### src/rtl/out_capture.sv
// ----------------------------------------------------------------------------
// out_capture
//   Captures words emitted by a CPU output strobe into a show-ahead FIFO that a
//   host drains with a valid/ready handshake. Once the CPU halts, further
//   strobes are ignored and the block reports done after the FIFO empties.
//
// Ports
//   clk         : single clock, rising edge
//   reset       : asynchronous, active-low; clears all state
//   out_signal  : CPU output strobe, one word per high cycle
//   out_data    : CPU output word, sampled with out_signal
//   halt        : CPU halted (level)
//   m_valid     : head word available to the host
//   m_data      : head word (show-ahead)
//   m_ready     : host accepts the head word this cycle
//   count       : current FIFO occupancy
//   overflow    : sticky, a word was dropped because the FIFO was full
//   drop_count  : number of dropped words, saturating at 16'hFFFF
//   done        : halt seen and FIFO fully drained
// ----------------------------------------------------------------------------
module out_capture #(
    parameter int WIDTH = 64,
    parameter int DEPTH = 16
) (
    input  logic                           clk,
    input  logic                           reset,
    input  logic                           out_signal,
    input  logic [WIDTH-1:0]               out_data,
    input  logic                           halt,
    output logic                           m_valid,
    output logic [WIDTH-1:0]               m_data,
    input  logic                           m_ready,
    output logic [$clog2(DEPTH+1)-1:0]     count,
    output logic                           overflow,
    output logic [15:0]                    drop_count,
    output logic                           done
);

    localparam int AW = $clog2(DEPTH);
    localparam int CW = $clog2(DEPTH+1);

    typedef enum logic [1:0] {
        RUN   = 2'd0,
        DRAIN = 2'd1,
        DONE  = 2'd2
    } state_t;

    state_t            state_q, state_d;
    logic [AW-1:0]     wr_ptr_q, wr_ptr_d;
    logic [AW-1:0]     rd_ptr_q, rd_ptr_d;
    logic [CW-1:0]     count_q, count_d;
    logic              overflow_q, overflow_d;
    logic [15:0]       drop_count_q, drop_count_d;
    logic              done_q, done_d;

    // Storage is deliberately not reset; m_valid alone qualifies m_data.
    logic [WIDTH-1:0]  mem_q [DEPTH];

    logic              full;
    logic              pop;
    logic              push_req;
    logic              push;
    logic              drop;

    always_comb begin
        full     = (count_q == CW'(DEPTH));
        // Pop is based on the registered count, so a word pushed into an
        // empty FIFO cannot leave in the same cycle.
        pop      = (count_q != '0) && m_ready;
        push_req = (state_q == RUN) && out_signal;
        // A pop in the same cycle frees a slot, so a full FIFO still accepts.
        push     = push_req && (!full || pop);
        drop     = push_req && full && !pop;
    end

    always_comb begin
        wr_ptr_d     = wr_ptr_q;
        rd_ptr_d     = rd_ptr_q;
        count_d      = count_q;
        overflow_d   = overflow_q;
        drop_count_d = drop_count_q;
        state_d      = state_q;

        if (push) begin
            wr_ptr_d = wr_ptr_q + AW'(1);
        end
        if (pop) begin
            rd_ptr_d = rd_ptr_q + AW'(1);
        end
        count_d = count_q + CW'(push) - CW'(pop);

        if (drop) begin
            overflow_d = 1'b1;
            if (drop_count_q != 16'hFFFF) begin
                drop_count_d = drop_count_q + 16'd1;
            end
        end

        unique case (state_q)
            RUN: begin
                if (halt) begin
                    state_d = DRAIN;
                end
            end
            DRAIN: begin
                // No pushes happen here, so count_d == 0 covers both the
                // last pop and the already-empty case.
                if (count_d == '0) begin
                    state_d = DONE;
                end
            end
            DONE: begin
                state_d = DONE;
            end
            default: begin
                state_d = RUN;
            end
        endcase

        done_d = (state_d == DONE);
    end

    always_ff @(posedge clk or negedge reset) begin
        if (!reset) begin
            state_q      <= RUN;
            wr_ptr_q     <= '0;
            rd_ptr_q     <= '0;
            count_q      <= '0;
            overflow_q   <= 1'b0;
            drop_count_q <= '0;
            done_q       <= 1'b0;
        end else begin
            state_q      <= state_d;
            wr_ptr_q     <= wr_ptr_d;
            rd_ptr_q     <= rd_ptr_d;
            count_q      <= count_d;
            overflow_q   <= overflow_d;
            drop_count_q <= drop_count_d;
            done_q       <= done_d;
        end
    end

    always_ff @(posedge clk) begin
        if (push) begin
            mem_q[wr_ptr_q] <= out_data;
        end
    end

    always_comb begin
        m_valid    = (count_q != '0);
        m_data     = mem_q[rd_ptr_q];
        count      = count_q;
        overflow   = overflow_q;
        drop_count = drop_count_q;
        done       = done_q;
    end

endmodule

### config.mk
export PLATFORM = sky130hd
export DESIGN_NAME = out_capture
export DESIGN_NICKNAME = d
export VERILOG_FILES = /design/src/rtl/out_capture.sv
export SDC_FILE = /design/constraint.sdc
export NUM_CORES = 1
export LEC_CHECK = 0
export ABC_CLOCK_PERIOD_IN_PS = 7600
export CAP_MARGIN = 20
export CORE_MARGIN = 4
export CORE_UTILIZATION = 60
export DETAILED_ROUTE_END_ITERATION = 7
export GPL_ROUTABILITY_DRIVEN = 0
export MAX_ROUTING_LAYER = met4
export PLACE_DENSITY = 0.82
export SYNTH_ARGS = -nofsm -noshare
export SYNTH_HDL_FRONTEND = slang
export SYNTH_SLANG_ARGS = --single-unit
### constraint.sdc
create_clock -name clk -period 7.6 [get_ports clk]
set_clock_uncertainty 0.1 [all_clocks]
set_input_delay 1.14 -clock clk [delete_from_list [all_inputs] [get_ports clk]]
set_output_delay 1.14 -clock clk [all_outputs]
set_load 0.005 [all_outputs]
# After elaboration in Yosys (flattened, before gate mapping)
# Memories as Yosys holds them, arrays and structs flattened.
# Cells that the tools add are included.
# classes
n_addsub	5
eq_ne	5
n_mux	5
reduce_logical	12
# ops
cell	n
16-bit by 1-bit adder with 16-bit output (second input constant)	1
16-bit != test (second input constant)	1
4-bit by 1-bit adder with 4-bit output (second input constant)	2
2-bit case mux with 3 select lines	1
5-bit by 1-bit adder with 5-bit output	1
5-bit == test (second input constant)	1
1-bit logical AND	5
5-bit zero test	1
5-bit nonzero test	1
5-bit by 1-bit subtractor with 5-bit output	1
2-bit == test (second input constant)	2
2-bit 2-to-1 mux	2
2-bit by 1-bit == test with 1-bit output (second input constant)	1
1-bit zero test	2
2-bit zero test	1
1-bit 2-to-1 mux	2
2-bit AND reduction	1
1-bit logical OR	1
# word_totals
register_bits	33
ram_bits	1024
mem_count	1
# mem_list
memory	depth	word_bits	read_ports	rd_clocked_by_memory_dff	write_ports	line_no	source
mem_q	16	64	1	0	1	57	logic [WIDTH-1:0] mem_q [DEPTH];

# Longest topological paths before layout
# Gate-level depths: netlist (run 1).
# logic_depth
word_depth	10
depth_mapped	13
mapped_depth_nobuf	12

# Worst setup path after synthesis (run 1)
# Ideal clock, no wire load.
# synth_timing
path_kind	input to register
from	input out_signal
to	memory mem_q[3][0] (enable)
arrival_ns	6.326
setup_slack_ns	0.609
path_stages	4
n_path_buf	0
cell_sequence	or3b_1 a21oi_2 nand2_1 nor3_1
# synth_via
elab_chain_cells	4
# synth_rtl
item	line_no	source
start: declaration	27	input logic out_signal,
1-bit logical AND	70	push_req = (state_q == RUN) && out_signal;
1-bit logical AND	72	push = push_req && (!full || pop);
1-bit 2-to-1 mux	144	if (push) begin
1-bit 2-to-1 mux (not written as such)	145	mem_q[wr_ptr_q] <= out_data;
end: declaration	57	
# Every way passes these cells.

# Worst setup path in the final report (run 1)
# layout_timing
from	register rd_ptr_q[1]
to	output m_data[35]
# layout_via
elab_chain_cells	1
# layout_rtl
item	line_no	source
start: declaration	50	logic [AW-1:0] rd_ptr_q, rd_ptr_d;
start signal: assignment	135	rd_ptr_q <= rd_ptr_d;
memory 16 x 64 bit	n/a	
end: declaration	31	output logic [WIDTH-1:0] m_data,
# Every way passes these cells.

==> impl_metrics.csv, run 1 <==
group,metric,value,unit
detailed_routing,drt-pass1-iter-count,5,
job,drv_cap,0,
layout,design_area,46280,sq um
global_route,grt_use_total,0.2743,
worst_setup_path,r2r-start,"count[2]",
clocking,cts_buffers,101,
clocking,cts_setup_buffers,0,
pwr,p_comb_frac,0.273,
sta,tightest_slew,1.099,ns
die,num_io_pins,157,
pwr,vdd.ir_drop.worst,0.0002830,V
global_route,first_global_vias,19760,
place,dpl.hpwl,46360,um
logic_synthesis,synth_top_area_frac,0.7645,
worst_setup_path,path_max_fanout,54,
global_route,grt-ovfl-total,0,
place,placed_cell_area,42770,sq um
sta,tns,0,ns
pwr,pwr_density_cell,352.7,nW/um^2
die,fp.coreArea,66100,sq um
min_path,min_path_cells,1,
layout,nets,1887,
logic_synthesis,syn_area,40220,sq um
logic_synthesis,syn_nets,1668,
layout,fin_cells,2757,
logic_synthesis,synth_xor_area_frac,0.004791,
logic_synthesis,syn_area_per_cell,25.34,sq um
min_path,hold_path_end,"overflow",
die,die_w,266.9,um
detailed_routing,ant_nets,0,
worst_setup_path,start_kind,"register",
sta,holdWs,0.3801,ns
detailed_routing,vias,18310,
logic_synthesis,synth_cell_types,41,
die,dieHeight,266.9,um
sta,finalHoldViolations,0,
clocking,cts.root.buffer_cell,"clkbuf_16",
logic_synthesis,synth_top_area_cell,"edfxtp_1",
logic_synthesis,synth_simple_gate_area_share,0.01048,
clocking,worstSkewPairLatency,0.65,ns
layout,drive_gt1_frac,0.2795,
detailed_routing,wl_per_cell,33.27,um
min_path,hold_path.class,"register to register",
sta,slew_headroom,0.2658,
pwr,internal-power,0.01193,W
clocking,clock_path_buffers,3,
detailed_routing,drt-total-wl,91720,um
worst_setup_path,required,6.36,ns
worst_setup_path,regToRegSetupSlack,3.65,ns
logic_synthesis,ys_warn_count,0,
worst_setup_path,critPathCaptureType,"output port",
pwr,leakagePower,14.56,nW
worst_setup_path,r2r-end,"mem_q[12][49]",
sta,slew_viol_final,0,
pwr,p_seq_frac,0.415,
logic_synthesis,synth_seq_area_share,0.7851,
die,die_area,71240,sq um
sta,rsz0062_at_grt,"false",
worst_setup_path,ff2ff_path_depth,7,
sta,max_freq,0.1961,GHz
clocking,clk_pin_slew_worst_paths,0.06,ns
clocking,postCtsHoldBufs,0,
pwr,clkPwrFrac,0.312,
logic_synthesis,synth_area_leaders,"edfxtp_1 (76%), mux4_2 (18%), dfrtp_1 (2.1%)",
run_status,status,"complete, no violations",
clocking,h-tree-depth,3,
logic_synthesis,muxShareOfSynthArea,0.1808,
clocking,post_cts_resized,0,
place,portBuffers,156,
clocking,cts_sinks,1057,
global_route,grt_antenna_before_repair,2,
pwr,switching_power,0.004396,W
logic_synthesis,synth_top_family_by_area,"multiplexers",
layout,area_delta_synth_final,15.06,%
place,dp_cells,2562,
detailed_routing,vias_per_cell,6.640,
sta,period_needed,5.099,ns
logic_synthesis,synthAdderAreaFrac,0.003920,
detailed_routing,drt_iter0_drc,2351,
sta,setup_viol,0,
worst_setup_path,critPathKind,"register to output port",
global_route,grt_first_pass_wirelength,137300,um
detailed_routing,drc,0,
global_route,grt_max_degree,100,
logic_synthesis,syn_inst,1587,
worst_setup_path,crit_arrival,3.86,ns
sta,final.period_utilization,0.6709,
pwr,p_sw_frac,0.2694,
logic_synthesis,synth_compound_area_frac,0.001835,
min_path,hold_path_startpoint,"overflow",
logic_synthesis,synth_seq_cells,1057,
die,start_util,0.6085,
clocking,cts_tree,"done",
die,row_count,94,
==> critical path: stages (launching register included) <==
cell	delay, ns
dfrtp_4	0.86
buf_4	0.75
mux4_2	0.46
mux4_2	0.54
clkdlybuf4s50_1	0.56
==> worst max path at each step <==
stage / start / cells past startpoint / end / slack, ns
after floorplan: out_signal / 4 / mem_q[3][0] / 0.61
after global placement: out_signal / 6 / mem_q[4][26] / 2.67
after detailed placement: out_signal / 6 / mem_q[12][48] / 2.56
after CTS: rd_ptr_q[1] / 4 / m_data[35] / 2.47
after global routing: rd_ptr_q[0] / 4 / m_data[17] / 2.36
final: rd_ptr_q[1] / 4 / m_data[35] / 2.50
==> layout make-up <==
type                       instances  area [sq um]
clock buffer                     115          2630
timing repair buffer             192          1982
tap                              864          1081
sequential                      1057         31590
inverter                           6         22.52
multi-input combinational        448          8227
antenna                            4         10.01
fill                            3645         19820
clock inverter                    71         734.5
==> power groups by stage <==
stage	combinational, W	clock, W	sequential [W]
finish	0.00446	0.00509	0.00677
global route	0.00471	0.00543	0.00679
CTS	0.00441	0.00516	0.00688
detailed placement	0.00431	0	0.00699
global placement	0.00424	0	0.00696
floorplan	0.00298	0	0.00670
==> sequential cells by signal, summed over array words and instances, names as in the netlist <==
signal      cells
count           5
done            1
drop_count     16
mem_q        1024
overflow        1
rd_ptr_q        4
state_q         2
wr_ptr_q        4
==> cell usage in the layout (no fill, tap or decap), drive strengths merged, types with 7 or more instances in the layout <==
cell	count
nand2	14
ha	11
clkinv	46
mux4	320
xnor2	7
dfrtp	33
clkdlybuf4s50	156
edfxtp	1024
clkinvlp	9
bufinv	12
inv	10
clkbuf	115
xor2	15
nor2	21
nor3	12
buf	36
nand4	8
==> cell usage after synthesis <==
library cell and n:
edfxtp_1 1024, mux4_2 315, dfrtp_1 33, clkbuf_1 30, buf_6 24, nor2_1 21
xor2_1 15, nand2_1 14, nor3_1 12, ha_1 11, buf_1 10, buf_2 10
nand4_1 8, xnor2_1 7, inv_1 6, mux4_1 5, nand2b_1 5, nand3_1 5
and2_1 2, and4_1 2, mux2_1 2, mux2_2 2, nor3b_2 2, nor4_1 2
nor4b_1 2, o21ai_0 2, o41ai_1 2, a211oi_1 1, a21oi_1 1, a21oi_2 1
a41oi_1 1, and3_1 1, buf_12 1, buf_8 1, fa_1 1, nor2b_1 1
nor3b_1 1, o21bai_1 1, o31a_1 1, or3b_1 1, or4b_1 1
==> kinds of logic (layout without fill, tap and decap cells) <==
family | after synthesis | count (layout)
flip-flops | 1057 | 1057
buffers and inverters | 82 | 384
multiplexers | 324 | 324
AO/OA/AOI/OAI | 10 | 10
adder cells (fa/ha/maj) | 12 | 12
XOR/XNOR | 22 | 22
other | 0 | 4
AND/OR/NAND/NOR | 80 | 80
==> metrics by stage <==
stage	utilization	setup slack (ns)	power [W]
final	0.7001	2.501	0.01632
after global routing	0.7000	2.364	0.01693
after CTS	0.6980	2.472	0.01644
after detailed placement	0.6471	2.558	0.01130
after global placement	0.6467	2.673	0.01120
after floorplan	-	0.6091	0.009684
==> routing by layer <==
layer,share of wire,track usage,vias up
met5,0,-,-
met4,0.031,0.07838,0
met3,0.074,0.04581,164
met2,0.53,0.4559,1008
met1,0.36,0.3600,9796
li1,-,-,7339
No activity file was read; power rests on OpenSTA's default activity.
==> run 2: changes to the inputs <==
--- a/config.mk
+++ b/config.mk
@@ -5,7 +5,7 @@
 export SDC_FILE = /design/constraint.sdc
 export NUM_CORES = 1
 export LEC_CHECK = 0
-export ABC_CLOCK_PERIOD_IN_PS = 7600
+export ABC_CLOCK_PERIOD_IN_PS = 5000
 export CAP_MARGIN = 20
 export CORE_MARGIN = 4
 export CORE_UTILIZATION = 60
==> constraint.sdc (replaced) <==
create_clock -name clk -period 5 [get_ports clk]
set_clock_uncertainty 0.1 [all_clocks]
set_input_delay 0.75 -clock clk [delete_from_list [all_inputs] [get_ports clk]]
set_output_delay 0.75 -clock clk [all_outputs]
set_load 0.005 [all_outputs]
==> run 2 against run 1 <==
Clock power is 48% higher; largest power group unchanged; first-iteration DRC count is 4.9% higher; utilization hardly changed; combinational power is 50% higher; sequential power is 54% higher; total power is 51% higher; highest routed layer unchanged.
==> impl_metrics.csv, run 2 (synthesis gave the netlist of run 1 again) <==
group,metric,value,unit
run_status,status,"complete, no violations",
min_path,hold_path_end,"overflow",
worst_setup_path,r2r-start,"count[3]",
detailed_routing,wl_met1,32810,um
worst_setup_path,crit_top_cell,"mux4_2",
global_route,grt-ovfl-total,0,
clocking,cts_sinks,1057,
die,die_w,266.9,um
clocking,h-tree-depth,3,
worst_setup_path,r2r-end,"state_q[1]",
worst_setup_path,required,4.15,ns
detailed_routing,ant_nets,0,
detailed_routing,drt-pass1-iter-count,6,
clocking,cts_setup_buffers,0,
pwr,p_comb_frac,0.272,
die,num_io_pins,157,
worst_setup_path,cpMaxStageDelayCell,"dfrtp_4",
pwr,p_sw_frac,0.2661,
clocking,clock_path_buffers,3,
global_route,grt_use_total,0.2775,
worst_setup_path,regToRegSetupSlack,1.60,ns
layout,layout_common_cells,"edfxtp_1 (1024), mux4_2 (315), clkdlybuf4s50_1 (156)",
worst_setup_path,path_max_fanout,51,
detailed_routing,drc,0,
min_path,hold_path_startpoint,"overflow",
place,portBuffers,156,
pwr,pwr_density_cell,530.9,nW/um^2
worst_setup_path,start_kind,"register",
layout,regMostFlops,"mem_q",
clocking,cts_tree,"done",
sta,period_needed,4.491,ns
clocking,cts_buffers,101,
detailed_routing,wl_met2,50010,um
sta,tns,0,ns
global_route,grt_max_degree,88,
global_route,grt_antenna_before_repair,8,
pwr,clkPwrFrac,0.307,
sta,slew_headroom,0.3213,
layout,largest_reg_flops,1024,
die,die_area,71240,sq um
place,place_ws,1.197,ns
global_route,first_global_vias,19790,
detailed_routing,met3_length,7623,um
clocking,postCtsHoldBufs,0,
die,row_count,94,
detailed_routing,drt-total-wl,92860,um
layout,fin_cells,2780,
layout,nets,1901,
worst_setup_path,critPathKind,"register to output port",
clocking,cts.root.buffer_cell,"clkbuf_16",
worst_setup_path,critPathCaptureType,"output port",
die,fp.coreArea,66100,sq um
min_path,hold_path.class,"register to register",
sta,slew_viol_final,0,
job,drv_cap,0,
sta,rsz0062_at_grt,"false",
global_route,grt_first_pass_wirelength,137500,um
sta,tightest_slew,1.018,ns
sta,setup_viol,0,
detailed_routing,vias_per_cell,6.660,
worst_setup_path,cp_cell_sequence,"buf_4 > mux4_2 > mux4_2 > clkdlybuf4s50_1",
sta,setup_ws,0.5093,ns
worst_setup_path,crit_path_max_incr_delay,0.99,ns
sta,finalHoldViolations,0,
detailed_routing,top_layer,"met4",
detailed_routing,vias,18520,
detailed_routing,drt_iter0_drc,2466,
die,start_util,0.6085,
sta,max_freq,0.2227,GHz
pwr,vdd.ir_drop.worst,0.0004193,V
pwr,leakagePower,14.57,nW
layout,area_delta_synth_final,15.09,%
clocking,clk_pin_slew_worst_paths,0.06,ns
place,dp_cells,2581,
pwr,p_seq_frac,0.421,
clocking,worstSkewPairLatency,0.65,ns
sta,final.period_utilization,0.8981,
detailed_routing,wl_per_cell,33.40,um
worst_setup_path,ff2ff_path_depth,12,
worst_setup_path,crit_arrival,3.64,ns
clocking,post_cts_resized,0,
layout,final_common_cell,"edfxtp_1",
min_path,min_path_cells,1,
die,dieHeight,266.9,um
place,dpl.hpwl,45050,um
pwr,power.total,0.02457,W
pwr,switching_power,0.006539,W
layout,drive_gt1_frac,0.2807,
pwr,internal-power,0.01804,W
[run 2: how the worst max path moves through the flow]
stage | end | from
floorplan | mem_q[7][0] | out_signal
global placement | m_data[34] | rd_ptr_q[1]
detailed placement | m_data[34] | rd_ptr_q[1]
CTS | m_data[34] | rd_ptr_q[1]
global route | m_data[34] | rd_ptr_q[1]
finish | m_data[34] | rd_ptr_q[1]
[run 2: stage by stage]
| step | hold WS, ns | util | area (sq um) |
|---|---|---|---|
| 2_1_floorplan | 0.3544 | - | 40240 |
| 3_3_place_gp | 0.3555 | 0.6508 | 43020 |
| 3_5_place_dp | 0.3612 | 0.6508 | 43020 |
| 4_1_cts | 0.3705 | 0.7000 | 46270 |
| 5_1_grt | 0.4060 | 0.7003 | 46290 |
| 6_report | 0.3795 | 0.7003 | 46290 |
[run 2: area by class of cell]
type | count | area, sq um
Clock buffer | 125 | 2649
Sequential cell | 1057 | 31590
Fill cell | 3610 | 19810
Antenna cell | 10 | 25.02
Multi-Input combinational cell | 448 | 8252
Clock inverter | 64 | 596.8
Tap cell | 864 | 1081
Inverter | 6 | 22.52
Timing Repair Buffer | 206 | 2074
[run 2: critical path, delay by kind of cell, from the launching register on]
family | cells | cell delay, ns
flip-flops | 1 | 0.99
multiplexers | 2 | 0.94
buffers and inverters | 2 | 1.04
[run 2: power by group through the flow]
stage | Clock (W) | Sequential, W | Combinational (W)
after floorplan | 0 | 0.0102 | 0.00454
after global placement | 0 | 0.0105 | 0.00652
after detailed placement | 0 | 0.0105 | 0.00666
after CTS | 0.00763 | 0.0104 | 0.00682
after global routing | 0.00807 | 0.0104 | 0.00709
final | 0.00754 | 0.0104 | 0.00668
[run 2: metal layers]
layer	global-route usage	vias to the layer above
met2	0.4652	1058
met1	0.3571	9933
met3	0.05402	156
met5	-	-
li1	-	7369
met4	0.07381	0
==> run 3: changes to the inputs <==
--- a/config.mk
+++ b/config.mk
@@ -7,7 +7,6 @@
 export LEC_CHECK = 0
 export ABC_CLOCK_PERIOD_IN_PS = 5000
 export CAP_MARGIN = 20
-export CORE_MARGIN = 4
 export CORE_UTILIZATION = 60
 export DETAILED_ROUTE_END_ITERATION = 7
 export GPL_ROUTABILITY_DRIVEN = 0
==> run 3 against run 2 <==
The flow now finishes with violations (DRC); maximum frequency is 1.9% lower; design area hardly changed; worst setup slack worse by 0.085 ns.
==> impl_metrics.csv, run 3 (synthesis gave the netlist of run 1 again) <==
group,metric,value,unit
min_path,hold_path.class,"input pin to asynchronous set/reset pin",
worst_setup_path,critPathKind,"register to output port",
sta,rsz0062_at_grt,"false",
detailed_routing,drc,18,
worst_setup_path,start_kind,"register",
clocking,cts.root.buffer_cell,"clkbuf_16",
clocking,worstSkewPairLatency,0.64,ns
layout,drive_gt1_frac,0.2795,
sta,period_needed,4.575,ns
detailed_routing,ant_nets,0,
detailed_routing,wl_per_cell,34.50,um
clocking,post_cts_resized,0,
clocking,cts_sinks,1057,
place,dpl.hpwl,44060,um
clocking,clk_pin_slew_worst_paths,0.06,ns
layout,final_core_util,0.6997,
layout,nets,1903,
die,start_util,0.6085,
layout,layout_common_cells,"edfxtp_1 (1024), mux4_2 (315), clkdlybuf4s50_1 (156)",
layout,regMostFlops,"mem_q",
layout,fin_cells,2784,
pwr,clkPwrFrac,0.302,
clocking,h-tree-depth,3,
pwr,vdd.ir_drop.worst,0.0003451,V
sta,tightest_slew,0.9446,ns
detailed_routing,drt_iter0_drc,2198,
sta,tns,0,ns
pwr,p_comb_frac,0.276,
worst_setup_path,required,4.15,ns
die,row_count,94,
sta,setup_viol,0,
die,dieHeight,260.9,um
layout,area_delta_synth_final,15.00,%
detailed_routing,vias_per_cell,6.755,
worst_setup_path,crit_arrival,3.73,ns
pwr,p_seq_frac,0.423,
global_route,grt_antenna_before_repair,12,
global_route,grt_first_pass_wirelength,134000,um
clocking,clock_path_buffers,3,
layout,final_common_cell,"edfxtp_1",
global_route,grt_use_total,0.2925,
pwr,p_sw_frac,0.2719,
detailed_routing,vias,18810,
clocking,cts_setup_buffers,0,
job,drv_cap,0,
worst_setup_path,critPathCaptureType,"output port",
layout,fillers,3730,
place,portBuffers,156,
run_status,status,"finished with violations",
global_route,first_global_vias,19610,
pwr,pwr_density_cell,529.3,nW/um^2
worst_setup_path,path_max_fanout,43,
sta,slew_viol_final,0,
place,dp_cells,2584,
layout,largest_reg_flops,1024,
die,die_area,68070,sq um
run_status,violations,"DRC",
worst_setup_path,regToRegSetupSlack,1.63,ns
die,die_w,260.9,um
sta,final.period_utilization,0.9151,
clocking,cts_buffers,100,
worst_setup_path,ff2ff_path_depth,12,
clocking,cts_tree,"done",
detailed_routing,drt-total-wl,96050,um
sta,max_freq,0.2186,GHz
clocking,postCtsHoldBufs,0,
global_route,grt_max_degree,69,
sta,finalHoldViolations,0,
die,fp.coreArea,66100,sq um
pwr,switching_power,0.006658,W
pwr,leakagePower,14.54,nW
detailed_routing,drt-pass1-iter-count,8,
global_route,grt-ovfl-total,0,
die,num_io_pins,157,
sta,slew_headroom,0.3703,
pwr,power.total,0.02448,W
pwr,internal-power,0.01783,W
==> run 3: cell count changes in the layout (fill, tap and decap cells not counted), moves of 2 or more <==
cell / before / now
clkbuf_16: 102 / 100
buf_12: 11 / 14
bufinv_16: 10 / 7
clkinv_1: 22 / 29
diode_2: 10 / 13
clkbuf_1: 22 / 18
==> run 3: per-layer routing <==
layer	track usage	share of wire	vias up
met5	-	0	-
met4	0.1209	0.032	0
met3	0.05760	0.088	179
met2	0.4755	0.53	1210
met1	0.3647	0.35	10020
li1	-	-	7394
==> run 3: layout make-up <==
class,instances,area (sq um),share of cell area
multi-input combinational,448,8252,0.1784
antenna,13,32.53,0.0007033
timing repair buffer,209,2135,0.04615
sequential,1057,31590,0.6830
inverter,6,22.52,0.0004869
tap,864,1081,0.02337
clock inverter,69,569.3,0.01231
clock buffer,118,2570,0.05556
==> run 3: per-stage QoR <==
step                hold WS, ns  instance area [sq um]  setup WS (ns)
finish                   0.4051                  46250         0.4246
global route             0.4267                  46250         0.2657
CTS                      0.4025                  46220         0.3486
detailed placement       0.3995                  43080          1.079
global placement         0.3520                  43080          1.149
floorplan                0.3544                  40240         0.1152
==> run 3: path summary, 6_finish.rpt <==
path	start	end
max	rd_ptr_q[0]	m_data[41]
min	reset	drop_count[14]
max reg2reg	count[3]	done
min reg2reg	overflow	overflow
max in group asynchronous	reset	rd_ptr_q[2]
min in group clk	overflow	overflow
==> run 3: power by group through the flow <==
stage / logic (W) / clock network, W / registers, W
6_report: 0.00675 / 0.00738 / 0.0103
3_3_place_gp: 0.00653 / 0 / 0.0105
4_1_cts: 0.00680 / 0.00741 / 0.0104
5_1_grt: 0.00711 / 0.00776 / 0.0104
3_5_place_dp: 0.00665 / 0 / 0.0105
2_1_floorplan: 0.00454 / 0 / 0.0102
==> run 3: critical path, cell delays in order (launching register included) <==
cell and delay [ns]:
dfrtp_4 0.93, buf_12 0.40, mux4_2 0.61, mux4_2 0.57, clkdlybuf4s50_1 0.51
==> RTL edit 1, RTL diff (settings of run 3) <==
Change the parameter `WIDTH` from 64 to 60.
--- a/src/rtl/out_capture.sv
+++ b/src/rtl/out_capture.sv
@@ -21,3 +21,3 @@
 module out_capture #(
-    parameter int WIDTH = 64,
+    parameter int WIDTH = 60,
     parameter int DEPTH = 16
Ports: changed (resized m_data and out_data); port bits go from 157 to 149. No check against the original RTL was run, so the function may have changed too.
==> RTL edit 1 against run 3 <==
  * Sequential cell count shrank 64
  * Cell area shrank 5.8%
  * Wire length shrank 6.8%
  * Setup slack gained 0.099 ns
  * Register-to-register slack lost 0.07 ns
  * Sequential share of layout area shrank 0.21 points
  * Count of clock-buffer cells in the layout shrank 3
  * Synthesized area shrank 6.3%
  * Power shrank 5.9%
==> RTL edit 1: results (changes against run 3) <==
| Metric | Value |
|---|---|
| Largest register FFs | `960 (-6.3%)` |
| Compound-Gate Fraction of Synth Area | `0.000929 (-0.000906)` |
| Fillers | `3385 (-9.2%)` |
| DR pass1 iterations | `5 (-3)` |
| Clock Latency Late Sink | `between 0.6 and 0.7 ns` |
| Share of layout cells above drive strength 1 | `0.280 (+0.000526)` |
| Dpl ws | `1.10 ns (+0.0225 ns)` |
| Seq/Total Area, Yosys | `0.787 (+0.00165)` |
| Library cells used by synthesis | `34 (-17%)` |
| Worst stage delay on the critical path | `1.00 ns (+0.07 ns)` |
| Synth Area in XOR/XNOR | `0.00581 (+0.00102)` |
| Initial antenna violation count | `3 (-9)` |
| Critical path fanouts, max | `72 (+67%)` |
| Synth area leaders | `edfxtp_1 (76%), mux4_2 (18%), dfrtp_1 (2.2%), buf_6 (0.60%), ha_1 (0.37%)` |
| Detailed-placement wirelength estimate | `40600 µm (-7.8%)` |
| DR iter-0 viols | `2337 (+6.3%)` |
| Syn_nets | `1567 (-6.1%)` |
| Synth top cells by count | `edfxtp_1 (960), mux4_2 (300), dfrtp_1 (33), clkbuf_1 (27), buf_6 (20)` |
| Worst-Margin Slew | `0.968 ns (+0.0236 ns)` |
| Vias in the first global route | `18617 (-5.0%)` |
| Final #Nets | `1783 (-6.3%)` |
| PortBufs | `148 (-5.1%)` |
| DR WL/cell | `34.1 µm (-1.1%)` |
| Post-synth EDFFs | `960 (-6.3%)` |
| Met2 wire length | `46800 µm (-8.3%)` |
| GR Util met1 | `0.382 (+0.0173)` |
| Met3 usage | `0.0563 (-0.00126)` |
| Static leakage | `13.7 nW (-6.0%)` |
| Hold Crit Class | `reg -> reg` |
| Syn_area_per_cell | `25.3 µm² (-0.18%)` |
| Internal power | `16.8 mW (-5.5%)` |
| Vias after detailed routing | `17591 (-6.5%)` |
| Critical path's top delay family | `flip-flops` |
| Multiplexer share of the synthesized area | `0.180 (-0.000326)` |
| Global-route wire length before repair | `129000 µm (-3.8%)` |
| TritonCTS buffer count | `94 (-6.0%)` |
| Worst VDD drop | `370 µV (+7.2%)` |
| Maximum number of pins on one net before global-route repair | `73 (+5.8%)` |
| Total GRT Usage | `0.298 (+0.00585)` |
| Asr flop ratio synth | `0.0332 (+0.00201)` |
| Status | `completed` |
| Met2 usage | `0.488 (+0.0128)` |
| Synth Area in Adders | `0.00418 (+0.000263)` |
| Clock buffer depth | `3 (unchanged)` |
| Wire length on met3 | `8530 µm (+0.93%)` |
## RTL edit 1: cell count changes after synthesis, moves of 3 or more
cell	before	now
nor3_1	12	6
clkbuf_1	30	27
and3_1	1	5
xor2_1	15	10
buf_6	24	20
mux4_2	315	300
edfxtp_1	1024	960
buf_1	10	13
mux4_1	5	0
xnor2_1	7	15
## RTL edit 1: metrics by stage
step	cell area, µm²	util	instances	power [mW]	hold slack (ns)
floorplan	37700	-	1490	13.7	0.354
global placement	40600	0.655	2447	15.9	0.353
detailed placement	40600	0.655	2447	16.0	0.374
CTS	43600	0.703	2619	23.2	0.397
global route	43600	0.703	2622	23.7	0.424
finish	43600	0.703	2623	23.0	0.393
## RTL edit 1: path summary, 6_finish.rpt
| path | start | end | slack (ns) | depth (start not counted) |
|---|---|---|---|---|
| min in group asynchronous | reset | count[1] | 0.43 | 2 |
| worst min register to register | overflow | overflow | 0.39 | 1 |
| max in group asynchronous | reset | rd_ptr_q[3] | 4.03 | 2 |
| worst min-delay path | overflow | overflow | 0.39 | 1 |
| worst max-delay path | rd_ptr_q[1] | m_data[2] | 0.52 | 4 |
| worst max register to register | count[2] | mem_q[7][14] | 1.56 | 7 |
## RTL edit 1: area by class of cell
type	instances	area, µm²	area share
Antenna cell	4	10.0	0.000230
Multi-Input combinational cell	419	7720	0.177
Tap cell	837	1050	0.0240
Timing Repair Buffer	191	2100	0.0483
Clock inverter	57	504	0.0116
Inverter	7	26.3	0.000603
Sequential cell	993	29700	0.681
Clock buffer	115	2490	0.0573
## RTL edit 1: power groups by stage
stage               registers [mW]  logic [mW]  clock network (mW)
finish                        9.72        6.24                7.07
global route                  9.74        6.55                7.42
CTS                           9.72        6.30                7.13
detailed placement            9.87        6.13                   0
global placement              9.85        6.03                   0
floorplan                     9.55        4.19                   0
==> RTL edit 2, RTL diff (flow settings as in run 3) <==
Without the edit above. Encoding of `state_t`: now one-hot (3 bits for 3 states).
--- a/src/rtl/out_capture.sv
+++ b/src/rtl/out_capture.sv
@@ -41,6 +41,6 @@
 
-    typedef enum logic [1:0] {
-        RUN   = 2'd0,
-        DRAIN = 2'd1,
-        DONE  = 2'd2
+    typedef enum logic [2:0] {
+        RUN   = 3'b001,
+        DRAIN = 3'b010,
+        DONE  = 3'b100
     } state_t;
Function: same outputs for any inputs over 4 cycles, from zero or initial values and one cycle with reset low; so few cycles prove little.
==> RTL edit 2 against run 3 <==
  * The run still ends with design-rule violations left
  * Worst hold slack lost 0.042 ns
  * Register-to-register slack got worse by 0.47 ns
  * Sequential cell count rose by 1
  * Power shrank 1.3%
  * Cell area rose by 1.1%
  * Wire length is 1.4% lower
  * Non-clock buffer count up 4
  * Synthesized area is 0.14% higher
  * Setup slack better by 0.11 ns
  * Critical path type unchanged
  * Largest cell class unchanged
  * Largest power group unchanged
==> RTL edit 2: results (changes against run 3) <==
| Metric | Value |
|---|---|
| Clock buf count | `128 (+8.5%)` |
| Dpl cell area | `43400 µm² (+0.74%)` |
| GR Util met1 | `0.359 (-0.00565)` |
| Wire length on met3 | `7590 µm (-10%)` |
| DR WL/cell | `33.9 µm (-1.7%)` |
| Status | `complete, but fails checks` |
| Global-route wire length before repair | `136000 µm (+1.2%)` |
| Residual DRC count | `12 (-6)` |
| Routed wire length | `94700 µm (-1.4%)` |
| Maximum number of pins on one net before global-route repair | `104 (+51%)` |
| Syn_nets | `1681 (+0.78%)` |
| Synth top cells by count | `edfxtp_1 (1024), mux4_2 (313), dfrtp_1 (33), clkbuf_1 (28), buf_6 (25)` |
| Post-placement cell count | `2602 (+0.70%)` |
| Share of layout cells above drive strength 1 | `0.281 (+0.00123)` |
| Signal buf overhead | `0.0511 (+0.00496)` |
| Library cells used by synthesis | `42 (+2.4%)` |
| Vias after detailed routing | `18595 (-1.1%)` |
| Buffers outside the clock class | `213 (+1.9%)` |
| Relative slew slack | `0.298 (-0.0725)` |
| Power Clock | `7.75 mW (+5.0%)` |
| RR Startpoint | `count[2]` |
| Critical path fanouts, max | `27 (-37%)` |
| Sw Pwr | `6.17 mW (-7.4%)` |
| Failing checks | `design-rule violations` |
| Vias in the first global route | `19854 (+1.3%)` |
| DR iter-0 viols | `2248 (+2.3%)` |
| Hold Slack | `0.363 ns (-0.0423 ns)` |
| Static leakage | `14.7 nW (+1.0%)` |
| Detailed-placement wirelength estimate | `45600 µm (+3.5%)` |
| Overall Power | `24.2 mW (-1.3%)` |
| Met1 wire length | `33200 µm (-0.78%)` |
| Period minus WS final | `4.47 ns (-0.110 ns)` |
| Fraction of area in multi-input gates | `0.177 (-0.00149)` |
| Synth Instances | `1600 (+0.82%)` |
| Multi-input gates | `456 (+1.8%)` |
| Antenna cells | `9 (-4)` |
-- RTL edit 2: cell types whose count changed in the layout (fill, tap and decap cells not counted), moves of 6 or more --
cell / delta
bufinv_16: +6
xor2_1: -6
clkinv_1: -13
xnor2_1: +9
buf_4: -14
buf_12: +18
nand2_1: +9
-- RTL edit 2: critical path, stage by stage (launching register included) --
cell             delay (ns)
dfrtp_4                0.75
buf_12                 0.32
buf_4                  0.32
mux4_2                 0.57
mux4_2                 0.52
clkdlybuf4s50_1        0.48
-- RTL edit 2: logic make-up (layout without fill, tap and decap cells) --
logic type,Yosys count,after routing,share of synthesized area
AO/OA/AOI/OAI,10,10,0.00152
XOR/XNOR,25,25,0.00544
adder cells (fa/ha/maj),12,12,0.00391
buffers and inverters,86,406,0.0134
flip-flops,1058,1058,0.785
multiplexers,321,321,0.180
other,0,9,0
AND/OR/NAND/NOR,88,88,0.0113
